--- config.mk ---
export PLATFORM = sky130hd
export DESIGN_NAME = ram_burst_tracker
export DESIGN_NICKNAME = d
export VERILOG_FILES = /design/src/rtl/ram_trace_pkg.sv /design/src/rtl/ram_trace_fifo.sv /design/src/rtl/ram_burst_tracker.sv
export SDC_FILE = /design/constraint.sdc
export NUM_CORES = 1
export LEC_CHECK = 0
export ABC_CLOCK_PERIOD_IN_PS = 19200
export CAP_MARGIN = 20
export CORE_UTILIZATION = 28
export CTS_CLUSTER_SIZE = 8
export DETAILED_ROUTE_END_ITERATION = 7
export GPL_ROUTABILITY_DRIVEN = 0
export PLACE_DENSITY = 0.45
export SYNTH_ARGS = -nofsm -noshare
export SYNTH_HDL_FRONTEND = slang
export SYNTH_HIERARCHICAL = 1
export SYNTH_SLANG_ARGS = --single-unit
--- constraint.sdc ---
create_clock -name mclk -period 19.2 [get_ports mclk]
set_clock_uncertainty 0.15 [all_clocks]
set_input_delay 1.92 -clock mclk [delete_from_list [all_inputs] [get_ports mclk]]
set_output_delay 1.92 -clock mclk [all_outputs]
set_load 0.02 [all_outputs]
--- src/rtl/ram_trace_pkg.sv ---
// Shared constants and packet layout for the RAM bus trace path.
// Packet = {kind, addr, data, ublb}, 43 bits.
package ram_trace_pkg;

    localparam int RAM_AW = 23;
    localparam int RAM_DW = 16;
    localparam int PKT_W  = 2 + RAM_AW + RAM_DW + 2;

    localparam logic [1:0] PKT_ADDR  = 2'd0;
    localparam logic [1:0] PKT_READ  = 2'd1;
    localparam logic [1:0] PKT_WRITE = 2'd2;

    localparam logic [1:0] ST_IDLE  = 2'd0;
    localparam logic [1:0] ST_WAIT  = 2'd1;
    localparam logic [1:0] ST_BURST = 2'd2;

    typedef struct packed {
        logic [1:0]        kind;
        logic [RAM_AW-1:0] addr;
        logic [RAM_DW-1:0] data;
        logic [1:0]        ublb;
    } pkt_t;

    function automatic pkt_t make_pkt(input logic [1:0]        kind,
                                      input logic [RAM_AW-1:0] addr,
                                      input logic [RAM_DW-1:0] data,
                                      input logic [1:0]        ublb);
        pkt_t p;
        p.kind = kind;
        p.addr = addr;
        p.data = data;
        p.ublb = ublb;
        return p;
    endfunction

endpackage

--- src/rtl/ram_trace_fifo.sv ---
// Synchronous first-word-fall-through FIFO; the head is presented combinationally
// and reads as zero while empty. A push into a full FIFO is taken if a pop coincides.
module ram_trace_fifo #(
    parameter int WIDTH = 43,
    parameter int DEPTH = 16
) (
    input  logic             i_clk,
    input  logic             i_reset,
    input  logic             i_push,
    input  logic [WIDTH-1:0] i_data,
    input  logic             i_pop,
    output logic [WIDTH-1:0] o_data,
    output logic             o_full,
    output logic             o_empty,
    output logic             o_push_accept
);

    localparam int AW = (DEPTH > 1) ? $clog2(DEPTH) : 1;

    logic [WIDTH-1:0] r_mem [DEPTH];
    logic [AW-1:0]    r_wr_ptr;
    logic [AW-1:0]    r_rd_ptr;
    logic [AW:0]      r_count;
    logic             w_pop;
    logic             w_push;

    assign o_empty       = (r_count == '0);
    assign o_full        = (r_count == (AW+1)'(DEPTH));
    assign w_pop         = i_pop & ~o_empty;
    assign o_push_accept = ~o_full | w_pop;
    assign w_push        = i_push & o_push_accept;
    assign o_data        = o_empty ? '0 : r_mem[r_rd_ptr];

    // Storage carries no reset; the head is masked while empty instead.
    always_ff @(posedge i_clk) begin
        if (w_push) begin
            r_mem[r_wr_ptr] <= i_data;
        end
    end

    always_ff @(posedge i_clk) begin
        if (i_reset) begin
            r_wr_ptr <= '0;
            r_rd_ptr <= '0;
            r_count  <= '0;
        end else begin
            if (w_push) begin
                r_wr_ptr <= r_wr_ptr + AW'(1);
            end
            if (w_pop) begin
                r_rd_ptr <= r_rd_ptr + AW'(1);
            end
            case ({w_push, w_pop})
                2'b10:   r_count <= r_count + (AW+1)'(1);
                2'b01:   r_count <= r_count - (AW+1)'(1);
                default: r_count <= r_count;
            endcase
        end
    end

endmodule

--- src/rtl/ram_burst_tracker.sv ---
// Turns strobed RAM bus samples into ADDR/READ/WRITE trace packets via a FWFT FIFO.
// Build option: RAM_BURST_DROP_COUNT_EN adds a saturating 16-bit dropped-packet counter.
module ram_burst_tracker
    import ram_trace_pkg::*;
#(
    parameter int LATENCY    = 3,
    parameter int FIFO_DEPTH = 16
) (
    input  logic              mclk,
    input  logic              reset,
    input  logic [RAM_AW-1:0] filter_a,
    input  logic [RAM_DW-1:0] filter_d,
    input  logic [1:0]        filter_ublb,
    input  logic              filter_read,
    input  logic              filter_write,
    input  logic              filter_addr_latch,
    input  logic              filter_strobe,
    output logic              pkt_valid,
    input  logic              pkt_ready,
    output logic [1:0]        pkt_type,
    output logic [RAM_AW-1:0] pkt_addr,
    output logic [RAM_DW-1:0] pkt_data,
    output logic [1:0]        pkt_ublb,
    output logic              busy,
    output logic              overflow,
    input  logic              overflow_clear,
    output logic [15:0]       drop_count,
    output logic [1:0]        dbg_state
);

    // Handshake: a packet moves downstream on any cycle where pkt_valid && pkt_ready;
    // the head fields hold steady while pkt_valid && !pkt_ready.

    localparam logic [3:0] LAT_M1 = 4'(LATENCY - 1);

    logic [1:0]        r_state;
    logic [3:0]        r_wait_cnt;
    logic [RAM_AW-1:0] r_base;
    logic [RAM_AW-1:0] r_index;
    logic              r_overflow;

    logic              w_latch;
    logic              w_beat;
    logic [RAM_AW-1:0] w_beat_addr;
    logic              w_push;
    pkt_t              w_push_pkt;
    pkt_t              w_head_pkt;
    logic              w_pop;
    logic              w_full;
    logic              w_empty;
    logic              w_push_accept;
    logic              w_drop;

    assign w_latch     = filter_strobe & filter_addr_latch;
    assign w_beat      = filter_strobe & ~filter_addr_latch & (r_state == ST_BURST)
                       & (filter_read | filter_write);
    assign w_beat_addr = r_base + r_index;

    always_comb begin
        w_push     = 1'b0;
        w_push_pkt = '0;
        if (w_latch) begin
            w_push     = 1'b1;
            w_push_pkt = make_pkt(PKT_ADDR, filter_a, '0, filter_ublb);
        end else if (w_beat) begin
            w_push     = 1'b1;
            w_push_pkt = make_pkt(filter_write ? PKT_WRITE : PKT_READ,
                                  w_beat_addr, filter_d, filter_ublb);
        end
    end

    // A latch restarts the sequence from any state, including mid-burst.
    always_ff @(posedge mclk) begin
        if (reset) begin
            r_state    <= ST_IDLE;
            r_wait_cnt <= '0;
            r_base     <= '0;
            r_index    <= '0;
        end else if (filter_strobe) begin
            if (filter_addr_latch) begin
                r_base  <= filter_a;
                r_index <= '0;
                if (LATENCY == 1) begin
                    r_state <= ST_BURST;
                end else begin
                    r_wait_cnt <= LAT_M1;
                    r_state    <= ST_WAIT;
                end
            end else begin
                case (r_state)
                    ST_WAIT: begin
                        if (!filter_read && !filter_write) begin
                            r_state <= ST_IDLE;
                        end else if (r_wait_cnt == 4'd1) begin
                            r_state <= ST_BURST;
                        end else begin
                            r_wait_cnt <= r_wait_cnt - 4'd1;
                        end
                    end
                    ST_BURST: begin
                        if (filter_read || filter_write) begin
                            r_index <= r_index + RAM_AW'(1);
                        end else begin
                            r_state <= ST_IDLE;
                        end
                    end
                    default: r_state <= ST_IDLE;
                endcase
            end
        end
    end

    ram_trace_fifo #(
        .WIDTH (PKT_W),
        .DEPTH (FIFO_DEPTH)
    ) u_fifo (
        .i_clk         (mclk),
        .i_reset       (reset),
        .i_push        (w_push),
        .i_data        (w_push_pkt),
        .i_pop         (w_pop),
        .o_data        (w_head_pkt),
        .o_full        (w_full),
        .o_empty       (w_empty),
        .o_push_accept (w_push_accept)
    );

    assign pkt_valid = ~w_empty;
    assign w_pop     = pkt_valid & pkt_ready;
    assign w_drop    = w_push & ~w_push_accept;
    assign pkt_type  = w_head_pkt.kind;
    assign pkt_addr  = w_head_pkt.addr;
    assign pkt_data  = w_head_pkt.data;
    assign pkt_ublb  = w_head_pkt.ublb;
    assign busy      = (r_state != ST_IDLE);
    assign dbg_state = r_state;
    assign overflow  = r_overflow;

    // A drop outranks a simultaneous clear so the loss is never hidden.
    always_ff @(posedge mclk) begin
        if (reset) begin
            r_overflow <= 1'b0;
        end else if (w_drop) begin
            r_overflow <= 1'b1;
        end else if (overflow_clear) begin
            r_overflow <= 1'b0;
        end
    end

    always_ff @(posedge mclk) begin
        if (!reset) begin
            assert (!(w_drop && !w_full));
        end
    end

`ifdef RAM_BURST_DROP_COUNT_EN
    logic [15:0] r_drop_count;

    always_ff @(posedge mclk) begin
        if (reset) begin
            r_drop_count <= '0;
        end else if (w_drop) begin
            if (overflow_clear) begin
                r_drop_count <= 16'd1;
            end else if (r_drop_count != 16'hFFFF) begin
                r_drop_count <= r_drop_count + 16'd1;
            end
        end else if (overflow_clear) begin
            r_drop_count <= '0;
        end
    end

    assign drop_count = r_drop_count;
`else
    assign drop_count = '0;
`endif

endmodule
==> run summary <==
Vias in the first global route: 17100
Syn Inst Count: 1683
Post-DP HPWL: 43200 µm
Drt first-iter violations: 1178
RSZ-0062 raised after global routing: false
RR Startpoint: dbg_state[0]
CP required: 17130 ps
Number of vias per cell: 4.76
# DRC: 0
Final design utilization: 33.6%
Synth warn: 6
Leakage: 12.0 nW
Run status: finished clean
Final Cell Area: 36700 µm²
Clk_lat worst skew: 650 ps
Least-Margin Pin Slew: 1060 ps
Final worst slack: 12490 ps
Syn avg cell area: 18.4 µm²
Clk sink count: 758
Wire per inst: 23.7 µm
Worst vdd ir: 0.0657 mV
First-pass GRT wire length: 117000 µm
PortBufs: 96
Crit Path Category: reg -> out
Reg2Reg Setup Slack: 15270 ps
# fillers: 10400
Endpoints failing setup: 0
Placed Area: 33800 µm²
Worst R2R Path Depth: 8
Min Hold Slack: 309 ps
CTS tree: yes
Crit Path Max Fanout: 110
Worst setup endpoint: pkt_addr[14]
Total gr overflow: 0
CP Launch Type: flip-flop
Power density cells: 116 nW/µm²
Layout cell share with drive strength beyond 1: 23.1%
DIE WIDTH: 334 µm
Mapped Area: 30900 µm²
Overall Power: 4.27 mW
Postcts setup bufs: 0
Drt total wl: 79600 µm
Die Ht: 334 µm
Detail Route Antenna Nets: 0
Layout Nets: 1936
Min Tclk post-route: 6710 ps
Area growth syn-to-layout: 18.5%
Highest Clock Rate: 0.149 GHz
Placeable Area: 109000 µm²
# IOs: 113
Hold Vio Cnt, Final: 0
H-tree depth: 3
Clock root cell: clkbuf_16
Final non-filler cell total: 3358
Rows: 121
Vias: 16000
Die Area: 112000 µm²
PostCTS Resize Cnt: 0
Pre-CTS WS: 13030 ps
CTS clk-pin slew, worst paths: 50 ps
Fin. max-slew vios: 0
CTS Buffer Depth: 3
Critical Path AT: 4640 ps
Total CTS buffers: 105
Reported max-cap violation count: 0
Post-Place Cells: 3217
Setup TNS: 0 ps
Reg2Reg Capture Point: u_fifo/r_mem[6][2]
Hold crit path type: reg -> reg
Hold bufs inserted after CTS: 0
Drt pass-1 iters: 5
Slew margin rel.: 29.2%
Final period util: 35.0%
Initial antenna violation count: 1
Largest net degree at the start of global routing: 111
CP Capture Type: output port
Total track usage: 14.3%
Starting Density: 28.4%
## registers in the layout, indices dropped and copies added (netlist names), named ones only
| register | count |
|---|---|
| u_fifo/r_wr_ptr | 4 |
| r_index | 23 |
| u_fifo/r_count | 5 |
| overflow | 1 |
| dbg_state | 2 |
| u_fifo/r_mem | 688 |
| u_fifo/r_rd_ptr | 4 |
| r_wait_cnt | 4 |
| r_base | 23 |
## power by group
group	leakage, nW	switching (mW)	internal (mW)
Sequential	7.26	0.0287	1.81
Clock	1.40	0.664	0.996
Combinational	3.30	0.420	0.348
Total	12.0	1.11	3.16
## worst max-delay path, cell delays in order (launching register included)
cell and delay (ps):
dfxtp_4 470, buf_12 670, buf_4 900, mux4_2 620, mux2_2 290, a221o_1 310, clkdlybuf4s50_1 650
## cell usage in the layout, fill, tap and decap left out, types with 3 or more instances in the layout
master           count
nand4_1             10
nor3_1              13
edfxtp_1           688
and3_1              11
or2_2                5
nor4_1               4
a21o_1               8
mux2i_1              6
inv_1               23
o21ai_1             11
nand3_1             14
o211ai_1             7
a21oi_1             50
nor2_1              56
nand2b_1             8
o21ai_0             25
and2_1              20
nor3b_1              5
xor2_1              26
conb_1              16
dfxtp_1             67
nor2_4               5
mux2_2              43
o31ai_2              3
o21ai_2              3
xnor2_1             21
buf_4               50
mux4_2             172
clkbuf_16          107
a211oi_1             8
nor4_2               4
a221o_1             42
nor2b_1             46
nand2_1             81
dfxtp_4              3
and2_2               8
clkdlybuf4s50_1     95
ha_1                33
clkbuf_1            21
## worst min-delay path by stage
stage                    start         end  slack [ps]  cells past startpoint
floorplan            r_base[0]   r_base[0]         290                      2
global placement     r_base[0]   r_base[0]         300                      2
detailed placement  r_base[19]  r_base[19]         300                      2
CTS                 r_base[19]  r_base[19]         310                      2
global route        r_base[19]  r_base[19]         330                      2
finish              r_base[19]  r_base[19]         310                      2
## routing by layer
metal	routed length, µm	track usage (%)	vias to the layer above
li1	-	-	7048
met1	36400	19.6	8509
met2	38300	23.5	315
met3	3440	2.67	99
met4	1420	3.21	0
met5	0	0	-
## area by class of cell
cell class	instances	area [µm²]	area share (%)
multi-input cells	816	8430	23.0
flip-flops and latches	758	22100	60.2
well taps	1476	1850	5.03
clock inverters	6	113	0.307
diodes	2	5.00	0.0136
inverters	23	86.3	0.235
repair buffers	148	1370	3.72
clock buffers	129	2770	7.55
(Power assumes the default switching activity.)
